**config.mk**
```make
export PLATFORM = sky130hd
export DESIGN_NAME = writeback_unit
export DESIGN_NICKNAME = d
export VERILOG_FILES = /design/src/rtl/writeback_unit.sv
export SDC_FILE = /design/constraint.sdc
export NUM_CORES = 1
export LEC_CHECK = 0
export BUFFER_PORTS_ARGS = -buffer_cell sky130_fd_sc_hd__buf_2
export CAP_MARGIN = 20
export CORE_ASPECT_RATIO = 0.8
export CORE_MARGIN = 2
export CORE_UTILIZATION = 50
export DETAILED_ROUTE_END_ITERATION = 8
export HOLD_SLACK_MARGIN = 0.02
export PLACE_DENSITY = 0.79
export SKIP_LAST_GASP = 1
export SYNTH_ARGS = -nofsm -noshare
export SYNTH_HDL_FRONTEND = slang
export SYNTH_SLANG_ARGS = --single-unit
export TNS_END_PERCENT = 20
```
**constraint.sdc**
```tcl
create_clock -name clk -period 5.8 [get_ports clk]
set_input_delay 0.87 -clock clk [delete_from_list [all_inputs] [get_ports clk]]
set_output_delay 0.87 -clock clk [all_outputs]
set_load 0.01 [all_outputs]
```
**src/rtl/writeback_unit.sv**
```systemverilog
// Register-file write-port owner: merges ALU and long-latency results onto one
// registered write port and tracks outstanding long-latency destinations.
module writeback_unit #(
  parameter int FIFO_DEPTH = 2
) (
  input  logic        clk,
  input  logic        rst,
  input  logic        a_valid,
  input  logic [4:0]  a_rd,
  input  logic [31:0] a_data,
  output logic        a_stall,
  input  logic        b_valid,
  output logic        b_ready,
  input  logic [4:0]  b_rd,
  input  logic [31:0] b_data,
  input  logic        issue_valid,
  input  logic [4:0]  issue_rd,
  output logic [31:0] busy,
  output logic        WE,
  output logic [4:0]  A3,
  output logic [31:0] WD
);

  localparam int PW = (FIFO_DEPTH > 1) ? $clog2(FIFO_DEPTH) : 1;
  localparam int CW = $clog2(FIFO_DEPTH + 1);

  logic [4:0]    mem_rd_r   [FIFO_DEPTH];
  logic [31:0]   mem_data_r [FIFO_DEPTH];
  logic [PW-1:0] wr_ptr_r;
  logic [PW-1:0] rd_ptr_r;
  logic [CW-1:0] count_r;
  logic [CW-1:0] count_nxt_s;

  logic          full_s;
  logic          empty_s;
  logic          push_s;
  logic          pop_s;
  logic          commit_s;
  logic          sel_b_s;
  logic [4:0]    commit_rd_s;
  logic [31:0]   commit_data_s;

  logic          we_r;
  logic [4:0]    a3_r;
  logic [31:0]   wd_r;
  logic          wb_from_b_r;
  logic [31:0]   busy_r;
  logic [31:0]   busy_nxt_s;

  assign full_s  = (count_r == CW'(FIFO_DEPTH));
  assign empty_s = (count_r == CW'(0));
  assign b_ready = !full_s;
  assign a_stall = full_s && a_valid;
  assign push_s  = b_valid && !full_s;
  assign pop_s   = sel_b_s;

  assign WE   = we_r;
  assign A3   = a3_r;
  assign WD   = wd_r;
  assign busy = busy_r;

  // Arbitration: a full buffer forces the head out, otherwise A has priority.
  always_comb begin
    commit_s      = 1'b0;
    sel_b_s       = 1'b0;
    commit_rd_s   = 5'd0;
    commit_data_s = 32'd0;
    if (full_s) begin
      commit_s      = 1'b1;
      sel_b_s       = 1'b1;
      commit_rd_s   = mem_rd_r[rd_ptr_r];
      commit_data_s = mem_data_r[rd_ptr_r];
    end else if (a_valid) begin
      commit_s      = 1'b1;
      commit_rd_s   = a_rd;
      commit_data_s = a_data;
    end else if (!empty_s) begin
      commit_s      = 1'b1;
      sel_b_s       = 1'b1;
      commit_rd_s   = mem_rd_r[rd_ptr_r];
      commit_data_s = mem_data_r[rd_ptr_r];
    end else begin
      commit_s      = 1'b0;
    end
  end

  // Buffer occupancy after this cycle's push/pop.
  always_comb begin
    count_nxt_s = count_r;
    case ({push_s, pop_s})
      2'b10:   count_nxt_s = count_r + CW'(1);
      2'b01:   count_nxt_s = count_r - CW'(1);
      default: count_nxt_s = count_r;
    endcase
  end

  // Scoreboard update; a set on the same edge overrides the clear.
  always_comb begin
    busy_nxt_s = busy_r;
    if (we_r && wb_from_b_r) begin
      busy_nxt_s[a3_r] = 1'b0;
    end else begin
      busy_nxt_s = busy_r;
    end
    if (issue_valid && (issue_rd != 5'd0)) begin
      busy_nxt_s[issue_rd] = 1'b1;
    end else begin
      busy_nxt_s[0] = 1'b0;
    end
    busy_nxt_s[0] = 1'b0;
  end

  // Long-latency result buffer storage and pointers.
  always_ff @(posedge clk) begin
    if (rst) begin
      wr_ptr_r <= PW'(0);
      rd_ptr_r <= PW'(0);
      count_r  <= CW'(0);
      for (int i = 0; i < FIFO_DEPTH; i++) begin
        mem_rd_r[i]   <= 5'd0;
        mem_data_r[i] <= 32'd0;
      end
    end else begin
      if (push_s) begin
        mem_rd_r[wr_ptr_r]   <= b_rd;
        mem_data_r[wr_ptr_r] <= b_data;
        wr_ptr_r             <= wr_ptr_r + PW'(1);
      end
      if (pop_s) begin
        rd_ptr_r <= rd_ptr_r + PW'(1);
      end
      count_r <= count_nxt_s;
    end
  end

  // Registered write port; address and data hold when nothing commits.
  always_ff @(posedge clk) begin
    if (rst) begin
      we_r        <= 1'b0;
      a3_r        <= 5'd0;
      wd_r        <= 32'd0;
      wb_from_b_r <= 1'b0;
    end else if (commit_s) begin
      we_r        <= (commit_rd_s != 5'd0);
      a3_r        <= commit_rd_s;
      wd_r        <= commit_data_s;
      wb_from_b_r <= sel_b_s;
    end else begin
      we_r        <= 1'b0;
      wb_from_b_r <= 1'b0;
    end
  end

  // Busy scoreboard register.
  always_ff @(posedge clk) begin
    if (rst) begin
      busy_r <= 32'd0;
    end else begin
      busy_r <= busy_nxt_s;
    end
  end

endmodule

```
==> results of run 1 <==
==> power breakdown <==
part	internal, mW	switching, mW
registers	1.33	0.202
logic	0.469	0.531
clock network	0.760	0.426
total	2.55	1.16
==> sequential cells by signal, summed over array words and instances, names as in the netlist, named ones only <==
name / count
mem_data_r: 64
WD: 32
busy: 31
mem_rd_r: 10
A3: 5
count_r: 2
WE: 1
rd_ptr_r: 1
wb_from_b_r: 1
wr_ptr_r: 1
==> cells by family after synthesis <==
kind of cell               synth area share (%)
adders and majority gates                 0.175
muxes                                      6.16
other                                    0.0523
DFF                                        51.9
and+or+nand+nor                            20.6
xor gates and xnor gates                  0.489
AOI/OAI and AO/OA                          16.5
buffers and inverters                      4.07
==> placed cells by master, fill, tap and decap left out, drive strengths merged, types with 2 or more instances in the layout <==
master | netlist | routed
clkinv | 0 | 5
nand2b | 38 | 38
clkinvlp | 0 | 3
nor3 | 3 | 3
and3 | 2 | 2
nand3 | 2 | 2
dfxtp | 75 | 75
nor3b | 5 | 5
clkbuf | 21 | 18
buf | 33 | 159
edfxtp | 74 | 74
nor2 | 46 | 46
and2 | 74 | 74
a21oi | 71 | 71
nand3b | 3 | 3
inv | 1 | 2
o21ai | 69 | 69
or3 | 39 | 39
xor2 | 2 | 2
mux2 | 36 | 36
xnor2 | 2 | 2
or4 | 2 | 2
bufinv | 0 | 5
nand4b | 2 | 2
or2 | 2 | 2
a2111oi | 36 | 36
nand2 | 42 | 42
and3b | 2 | 2
diode | 0 | 2
==> worst reg2reg max path, delay by kind of cell (launching register included) <==
| family | cells | cell delay (ns) |
|---|---|---|
| flops | 1 | 0.91 |
| simple gates | 4 | 1.91 |
==> layer usage <==
layer	global-route usage (%)	vias up	share of wire, %
li1	-	2747	-
met1	31.0	2714	45
met2	34.5	202	46
met3	5.99	33	7.0
met4	8.71	0	2.2
met5	0	-	0
==> layout make-up <==
| cell class | count | area (µm²) |
|---|---|---|
| repair buffers | 159 | 823 |
| diodes | 2 | 5.00 |
| fillers | 1157 | 5550 |
| flip-flops and latches | 149 | 3730 |
| inverters | 1 | 3.75 |
| clock inverters | 14 | 208 |
| multi-input cells | 488 | 3170 |
| well taps | 184 | 230 |
| clock buffers | 18 | 429 |
==> worst paths after layout <==
kind,from,end,slack [ns],cells after the start
setup reg to reg,count_r[1],mem_data_r[1][29],2.59,4
hold reg to reg,busy[8],busy[8],0.47,2
setup / recovery,count_r[1],a_stall,2.25,3
hold / removal,busy[8],busy[8],0.47,2
==> results.py, run 1 <==
metrics = {
    "placement": {
        "place_inst": 980,
        "dpl.hpwl_um": 10600,
        "port_buffers": 154,
        "placed_area_um2": 7940,
        "place_congestion": 0.886,
        "pre_cts_ws_ns": 2.62,
    },
    "critical_path": {
        "crit_chain": "nand2b_2 > nor2_1 > buf_2",
        "arrival_ns": 2.68,
        "cp-start-kind": "flip-flop",
        "critPathCaptureType": "output pin",
        "cp_max_fo": 43,
        "worstSetupPathType": "flip-flop to output pin",
        "crit_required_ns": 4.93,
        "crit_family": "simple AND/OR/NAND/NOR gates",
        "worst_path_max_delay_cell": "dfxtp_2",
        "cp_slowest_stage_delay_ns": 0.91,
        "cp_num_buf_inv": 1,
    },
    "run_status": {
        "status": "completed",
    },
    "timing": {
        "worst_slack_ns": 2.25,
        "rsz0062_at_grt": "no",
        "finalCriticalPeriod_ns": 3.55,
        "setup_viol": 0,
        "max_freq_mhz": 282,
        "hold_viol_final": 0,
        "finClkSkew_ns": 0.0105,
        "holdWs_ns": 0.474,
        "slew_headroom_pct": 25.6,
        "worst_pin_slew_ns": 1.11,
        "slew_violations": 0,
        "setup_tns_ns": 0,
        "fin_crit_sh_pct": 61.2,
    },
    "synth": {
        "yosysWarnings": 0,
        "synthTopCellsByArea": "edfxtp_1 (31%), dfxtp_1 (21%), and2_1 (6.5%)",
        "seq_area_frac_synth_pct": 51.9,
        "synth.most_common_cell": "dfxtp_1",
        "synth_nets": 777,
        "yosysTopAreaCell": "edfxtp_1",
        "async_flop_share_pct": 0,
        "syn_area_um2": 7170,
        "ys_ff_latch": 149,
        "synth_common_cells": "dfxtp_1 (75), and2_1 (74), edfxtp_1 (74)",
        "synth_enable_flop_cells": 74,
        "synth_top_area_share_pct": 31.0,
        "synthCells": 692,
        "syn_area_per_cell_um2": 10.4,
        "post_synth_num_cell_types": 47,
        "ys.flop_type": "dfxtp_1",
    },
    "clocking": {
        "clock-sinks": 149,
        "post_cts_buffers": 0,
        "cts_resized": 0,
        "insertion_delay_ns": 0.42,
        "h-tree-depth": 4,
        "ctsHoldBuffers": 0,
        "numCtsBuffers": 17,
        "cts.clk_slew.worst_paths_ns": 0.06,
        "cts-root-buf": "clkbuf_16",
        "cts.path.max_buffers": 2,
        "cts_tree": "yes",
    },
    "drt": {
        "wl_per_cell_um": 16.6,
        "drtIter0Drc": 488,
        "ant_nets": 0,
        "drcViolationCount": 0,
        "via_per_inst": 5.61,
        "routed_wl_um": 16800,
        "dr.pass1.iters": 5,
        "dr_total_vias": 5696,
    },
    "finish": {
        "fin_util_pct": 60.8,
        "finalNonFillerCells": 1015,
        "fin_area_um2": 8600,
        "drive_gt1_share_pct": 30.5,
        "syn_to_final_growth_pct": 20.0,
        "nNetsFinal": 901,
    },
    "pwr": {
        "total_power_mw": 3.71,
        "ir_worst_vdd_v": 0.000238,
        "leakage_nw": 3.44,
        "powerDensity_nw_per_um2": 432,
    },
    "flow_run": {
        "maxCapViolCount": 0,
    },
    "global_route": {
        "grt_start_max_net_pins": 115,
        "grt_overflow": 0,
        "grt_usage_pct": 22.7,
        "grt_pass1_vias": 5408,
        "grt_pass1_wl_um": 26900,
        "antenna_found_initial": 2,
    },
    "floorplan": {
        "die-area_um2": 15300,
        "row_count": 39,
        "start_util_pct": 50.7,
        "die_w_um": 138,
        "ios": 156,
        "die_h_um": 111,
        "core_area_um2": 14200,
    },
    "worst_hold_path": {
        "hold_class": "flip-flop to flip-flop",
    },
}
No activity file was read; power rests on OpenSTA's default activity.
==> run 2, diff against run 1 <==
--- a/config.mk
+++ b/config.mk
@@ -5,14 +5,15 @@
 export SDC_FILE = /design/constraint.sdc
 export NUM_CORES = 1
 export LEC_CHECK = 0
+export ABC_AREA = 1
 export BUFFER_PORTS_ARGS = -buffer_cell sky130_fd_sc_hd__buf_2
 export CAP_MARGIN = 20
 export CORE_ASPECT_RATIO = 0.8
 export CORE_MARGIN = 2
-export CORE_UTILIZATION = 50
+export CORE_UTILIZATION = 48
 export DETAILED_ROUTE_END_ITERATION = 8
 export HOLD_SLACK_MARGIN = 0.02
-export PLACE_DENSITY = 0.79
+export PLACE_DENSITY = 0.81
 export SKIP_LAST_GASP = 1
 export SYNTH_ARGS = -nofsm -noshare
 export SYNTH_HDL_FRONTEND = slang
==> constraint.sdc (replaced) <==
create_clock -name clk -period 3.2 [get_ports clk]
set_input_delay 0.48 -clock clk [delete_from_list [all_inputs] [get_ports clk]]
set_output_delay 0.48 -clock clk [all_outputs]
set_load 0.01 [all_outputs]
==> results.py, run 2 <==
metrics = {
    "timing": {
        "hold_viol_final": 0,
        "worst_pin_slew_ns": 0.944,
        "slew_headroom_pct": 36.8,
        "fin_crit_sh_pct": 59.8,
        "setup_tns_ns": 0,
        "setup_viol": 0,
        "max_freq_mhz": 522,
        "finalCriticalPeriod_ns": 1.91,
        "worst_slack_ns": 1.29,
        "slew_violations": 0,
        "rsz0062_at_grt": "no",
        "finClkSkew_ns": 0.00787,
    },
    "finish": {
        "multiInputGateArea_um2": 2300,
        "layout_common_cells": "nand2_1 (262), buf_2 (154), dfxtp_1 (75)",
        "syn_to_final_growth_pct": 21.8,
        "nNetsFinal": 998,
        "finalNonFillerCells": 1101,
        "drive_gt1_share_pct": 23.1,
        "final-seq-area_um2": 3720,
        "fin_area_um2": 7870,
        "regMostFlops": "mem_data_r",
        "fill_cells": 1125,
        "layout_commonest_cell": "nand2_1",
        "largest_register_ff_count": 64,
        "num_antenna_cells": 0,
    },
    "drt": {
        "dr.pass1.iters": 5,
        "wl_met1_um": 6960,
        "via_per_inst": 5.09,
        "wl_per_cell_um": 14.4,
        "drtIter0Drc": 505,
        "ant_nets": 0,
        "drcViolationCount": 0,
        "met3WireLength_um": 1190,
        "dr_total_vias": 5607,
        "top_layer": "met4",
        "met2_length_um": 7510,
        "routed_wl_um": 15800,
    },
    "synth": {
        "ys_ff_latch": 149,
        "syn_area_um2": 6460,
        "yosysWarnings": 0,
        "synth_top_area_share_pct": 34.4,
        "synth_common_cells": "nand2_1 (264), dfxtp_1 (75), edfxtp_1 (74)",
        "synth_nets": 857,
        "yosysTopAreaCell": "edfxtp_1",
        "syn_area_per_cell_um2": 8.37,
        "synth_enable_flop_cells": 74,
        "seq_area_frac_synth_pct": 57.6,
        "async_flop_share_pct": 0,
        "post_synth_num_cell_types": 25,
        "synthCells": 772,
        "ys.flop_type": "dfxtp_1",
        "synthTopCellsByArea": "edfxtp_1 (34%), dfxtp_1 (23%), nand2_1 (15%)",
        "synth.most_common_cell": "nand2_1",
    },
    "clocking": {
        "cts-root-buf": "clkbuf_16",
        "h-tree-depth": 4,
        "post_cts_buffers": 0,
        "ctsHoldBuffers": 0,
        "cts_resized": 0,
        "insertion_delay_ns": 0.41,
        "cts.clk_slew.worst_paths_ns": 0.06,
        "cts.path.max_buffers": 2,
        "clock-sinks": 149,
        "cts_tree": "yes",
        "numCtsBuffers": 17,
    },
    "floorplan": {
        "start_util_pct": 49.7,
        "row_count": 37,
        "die_h_um": 108,
        "core_area_um2": 13000,
        "die_w_um": 134,
        "ios": 156,
        "die-area_um2": 14400,
    },
    "placement": {
        "placed_area_um2": 7280,
        "pre_cts_ws_ns": 0.958,
        "place_inst": 1069,
        "dpl.hpwl_um": 10100,
        "place_congestion": 0.870,
        "port_buffers": 154,
    },
    "global_route": {
        "grt_pass1_vias": 5124,
        "grt_start_max_net_pins": 71,
        "grt_pass1_wl_um": 24800,
        "grt_usage_pct": 22.2,
        "grt_overflow": 0,
        "antenna_found_initial": 0,
    },
    "pwr": {
        "ir_worst_vdd_v": 0.000516,
        "powerDensity_nw_per_um2": 745,
        "leakage_nw": 3.68,
        "total_power_mw": 5.86,
    },
    "critical_path": {
        "arrival_ns": 1.94,
        "cp_max_fo": 37,
        "crit_required_ns": 3.23,
        "critPathCaptureType": "flip-flop",
        "worstSetupPathType": "flip-flop to flip-flop",
        "cp-start-kind": "flip-flop",
    },
    "worst_hold_path": {
        "hold_class": "input pin to flip-flop",
    },
    "run_status": {
        "status": "completed",
    },
    "flow_run": {
        "maxCapViolCount": 0,
    },
}
==> run 2: changes by cell type in the layout (fill, tap and decap cells not counted), moves of 23 or more <==
cell | before | now
nand3_1 | 2 | 52
inv_1 | 1 | 56
or3_1 | 39 | 0
nand2_1 | 41 | 262
a2111oi_1 | 23 | 0
nand2b_1 | 37 | 0
o21ai_0 | 62 | 33
mux2_2 | 29 | 0
and2_1 | 74 | 0
nor2_1 | 46 | 73
==> run 2: worst max-delay path, stage by stage, from the launching register on <==
cell and delay (ns):
dfxtp_1 0.40, inv_2 0.08, nand2_4 0.14, nand2_4 0.08, nor2_2 0.09, nand2_2 0.06, nand2_2 0.67
==> run 2: path summary, 6_finish.rpt <==
path         startpoint           endpoint  slack, ns  cells after the start
max          count_r[0]   mem_data_r[0][4]       1.29                      6
min reg2reg    rd_ptr_r          flip-flop       0.46                      1
max reg2reg  count_r[0]   mem_data_r[0][4]       1.29                      6
min          b_data[23]  mem_data_r[0][23]       0.38                      3
==> run 2: where the power goes <==
part | internal [mW] | switching [mW] | leakage [nW]
Combinational | 0.456 | 0.998 | 2.00
Sequential | 2.30 | 0.142 | 1.39
Clock | 1.18 | 0.777 | 0.297
Total | 3.94 | 1.92 | 3.68
==> run 2: metrics by stage <==
step | hold WS, ns | util, %
2_1_floorplan | 0.425 | -
5_1_grt | 0.378 | 60.5
4_1_cts | 0.368 | 60.5
3_5_place_dp | 0.449 | 56.0
3_3_place_gp | 0.437 | 56.0
6_report | 0.383 | 60.5
==> run 2: metal layers <==
layer | up-vias | track usage [%]
li1 | 2779 | -
met4 | 0 | 7.14
met1 | 2586 | 28.9
met3 | 12 | 5.70
met5 | - | 0
met2 | 230 | 36.6
==> run 2: logic make-up (layout without fill, tap and decap cells) <==
kind of cell | count (synthesis) | count (layout) | synth area share [%]
flops | 149 | 149 | 57.6
simple gates | 418 | 418 | 27.2
fa+ha+maj | 1 | 1 | 0.194
compound gates | 105 | 105 | 8.13
other cells | 1 | 1 | 0.0581
buf+inv | 98 | 252 | 6.80
==> run 2: area by class of cell <==
cell class,count,area share (%)
Sequential cell,149,47.3
Multi-Input combinational cell,525,29.3
Timing Repair Buffer,159,10.3
Clock buffer,22,6.30
Inverter,61,2.91
Tap cell,175,2.78
Clock inverter,10,1.15
==> run 3, diff against run 2 <==
==> constraint.sdc (replaced) <==
create_clock -name clk -period 1.6 [get_ports clk]
set_input_delay 0.24 -clock clk [delete_from_list [all_inputs] [get_ports clk]]
set_output_delay 0.24 -clock clk [all_outputs]
set_load 0.01 [all_outputs]
==> results.py, run 3 (synthesis gave the netlist of run 2 again) <==
metrics = {
    "drt": {
        "dr_total_vias": 5613,
        "ant_nets": 0,
        "drtIter0Drc": 475,
        "dr.pass1.iters": 5,
        "via_per_inst": 5.00,
        "drcViolationCount": 0,
        "wl_per_cell_um": 14.2,
        "routed_wl_um": 15900,
    },
    "critical_path": {
        "cp_max_fo": 10,
        "crit_required_ns": 1.36,
        "crit_start": "count_r[1]",
        "cp-start-kind": "flip-flop",
        "critPathCaptureType": "output pin",
        "worstSetupPathType": "flip-flop to output pin",
        "arrival_ns": 1.27,
        "r2r_start": "count_r[0]",
    },
    "placement": {
        "port_buffers": 154,
        "dpl.hpwl_um": 11000,
        "placed_area_um2": 7510,
        "place_congestion": 0.924,
        "place_inst": 1090,
    },
    "clocking": {
        "cts.clk_slew.worst_paths_ns": 0.07,
        "cts-root-buf": "clkbuf_16",
        "insertion_delay_ns": 0.42,
        "clock-sinks": 149,
        "post_cts_buffers": 0,
        "numCtsBuffers": 17,
        "cts.path.max_buffers": 2,
        "h-tree-depth": 4,
        "cts_resized": 0,
        "ctsHoldBuffers": 0,
        "cts_tree": "yes",
    },
    "finish": {
        "finalNonFillerCells": 1122,
        "layout_commonest_cell": "nand2_1",
        "fin_area_um2": 8080,
        "num_antenna_cells": 0,
        "syn_to_final_growth_pct": 25.0,
        "largest_register_ff_count": 64,
        "regMostFlops": "mem_data_r",
        "nNetsFinal": 1019,
        "fill_cells": 1092,
        "fin_util_pct": 62.1,
        "drive_gt1_share_pct": 24.9,
        "final-seq-area_um2": 3720,
        "layout_common_cells": "nand2_1 (262), buf_2 (154), dfxtp_1 (75)",
        "multiInputGateArea_um2": 2320,
    },
    "pwr": {
        "powerDensity_nw_per_um2": 1470,
        "swShare_pct": 33.4,
        "p_int_mw": 7.91,
        "leakage_nw": 3.78,
        "pwr-share-comb_pct": 26.7,
        "p_sw_mw": 3.97,
        "total_power_mw": 11.9,
        "power_frac_clock_pct": 32.2,
        "power.share.sequential_pct": 41.2,
        "ir_worst_vdd_v": 0.000958,
    },
    "timing": {
        "finalCriticalPeriod_ns": 1.51,
        "finClkSkew_ns": 0.00878,
        "max_freq_mhz": 662,
        "setup_viol": 0,
        "fin_crit_sh_pct": 94.4,
        "hold_viol_final": 0,
        "worst_pin_slew_ns": 0.772,
        "slew_violations": 0,
        "holdWs_ns": 0.130,
        "slew_headroom_pct": 48.5,
        "rsz0062_at_grt": "no",
    },
    "flow_run": {
        "maxCapViolCount": 0,
    },
    "floorplan": {
        "ios": 156,
        "die_h_um": 108,
        "die_w_um": 134,
        "core_area_um2": 13000,
        "start_util_pct": 49.7,
        "row_count": 37,
        "die-area_um2": 14400,
    },
    "global_route": {
        "grt_start_max_net_pins": 71,
        "antenna_found_initial": 1,
        "grt_pass1_vias": 5349,
        "grt_usage_pct": 22.7,
        "grt_overflow": 0,
        "grt_pass1_wl_um": 25500,
    },
    "worst_hold_path": {
        "hold_class": "input pin to flip-flop",
        "hp-start": "b_data[3]",
    },
    "run_status": {
        "status": "completed",
    },
}
==> run 3: changes by cell type in the layout (fill, tap and decap cells not counted), sizes merged <==
cell,change
buf,+21
clkbuf,-5
clkinvlp,+3
inv,+2
==> run 3: area by class of cell <==
class	count	share of cell area (%)
well taps	175	2.71
flip-flops and latches	149	46.1
multi-input cells	525	28.7
clock buffers	17	5.27
clock inverters	15	1.78
inverters	61	2.83
repair buffers	180	12.6
==> run 3: per-stage QoR <==
| stage | TNS (ns) | worst slack [ns] |
|---|---|---|
| finish | 0 | 0.0895 |
| global route | 0 | 0.0195 |
| CTS | 0 | 0.0974 |
| detailed placement | 0 | 0.140 |
| global placement | 0 | 0.200 |
| floorplan | -2.58 | -0.0698 |
==> run 3: critical path: stages (launching register included) <==
cell and delay, ns:
dfxtp_1 0.41, nand2_4 0.13, nor2_1 0.16, buf_2 0.16
==> run 3: worst paths after layout <==
| path | endpoint | slack [ns] | cells after the start |
|---|---|---|---|
| setup / recovery | a_stall | 0.09 | 3 |
| hold / removal | mem_data_r[1][3] | 0.13 | 3 |
| setup reg to reg | count_r[1] | 0.11 | 7 |
| hold reg to reg | rd_ptr_r | 0.46 | 1 |
==> run 3: per-layer routing <==
layer | up-vias | share of wire [%] | GRT usage, %
li1 | 2819 | - | -
met1 | 2573 | 44 | 30.0
met2 | 192 | 47 | 36.8
met3 | 27 | 6.3 | 5.23
met4 | 2 | 2.1 | 7.83
met5 | - | 0.082 | 0
==> run 3: power by group through the flow <==
stage	registers, mW	logic (mW)	clock network (mW)
floorplan	5.05	1.94	0
global placement	4.95	3.07	0
detailed placement	4.97	3.14	0
CTS	4.89	3.17	3.86
global route	4.95	3.56	4.05
finish	4.89	3.17	3.82
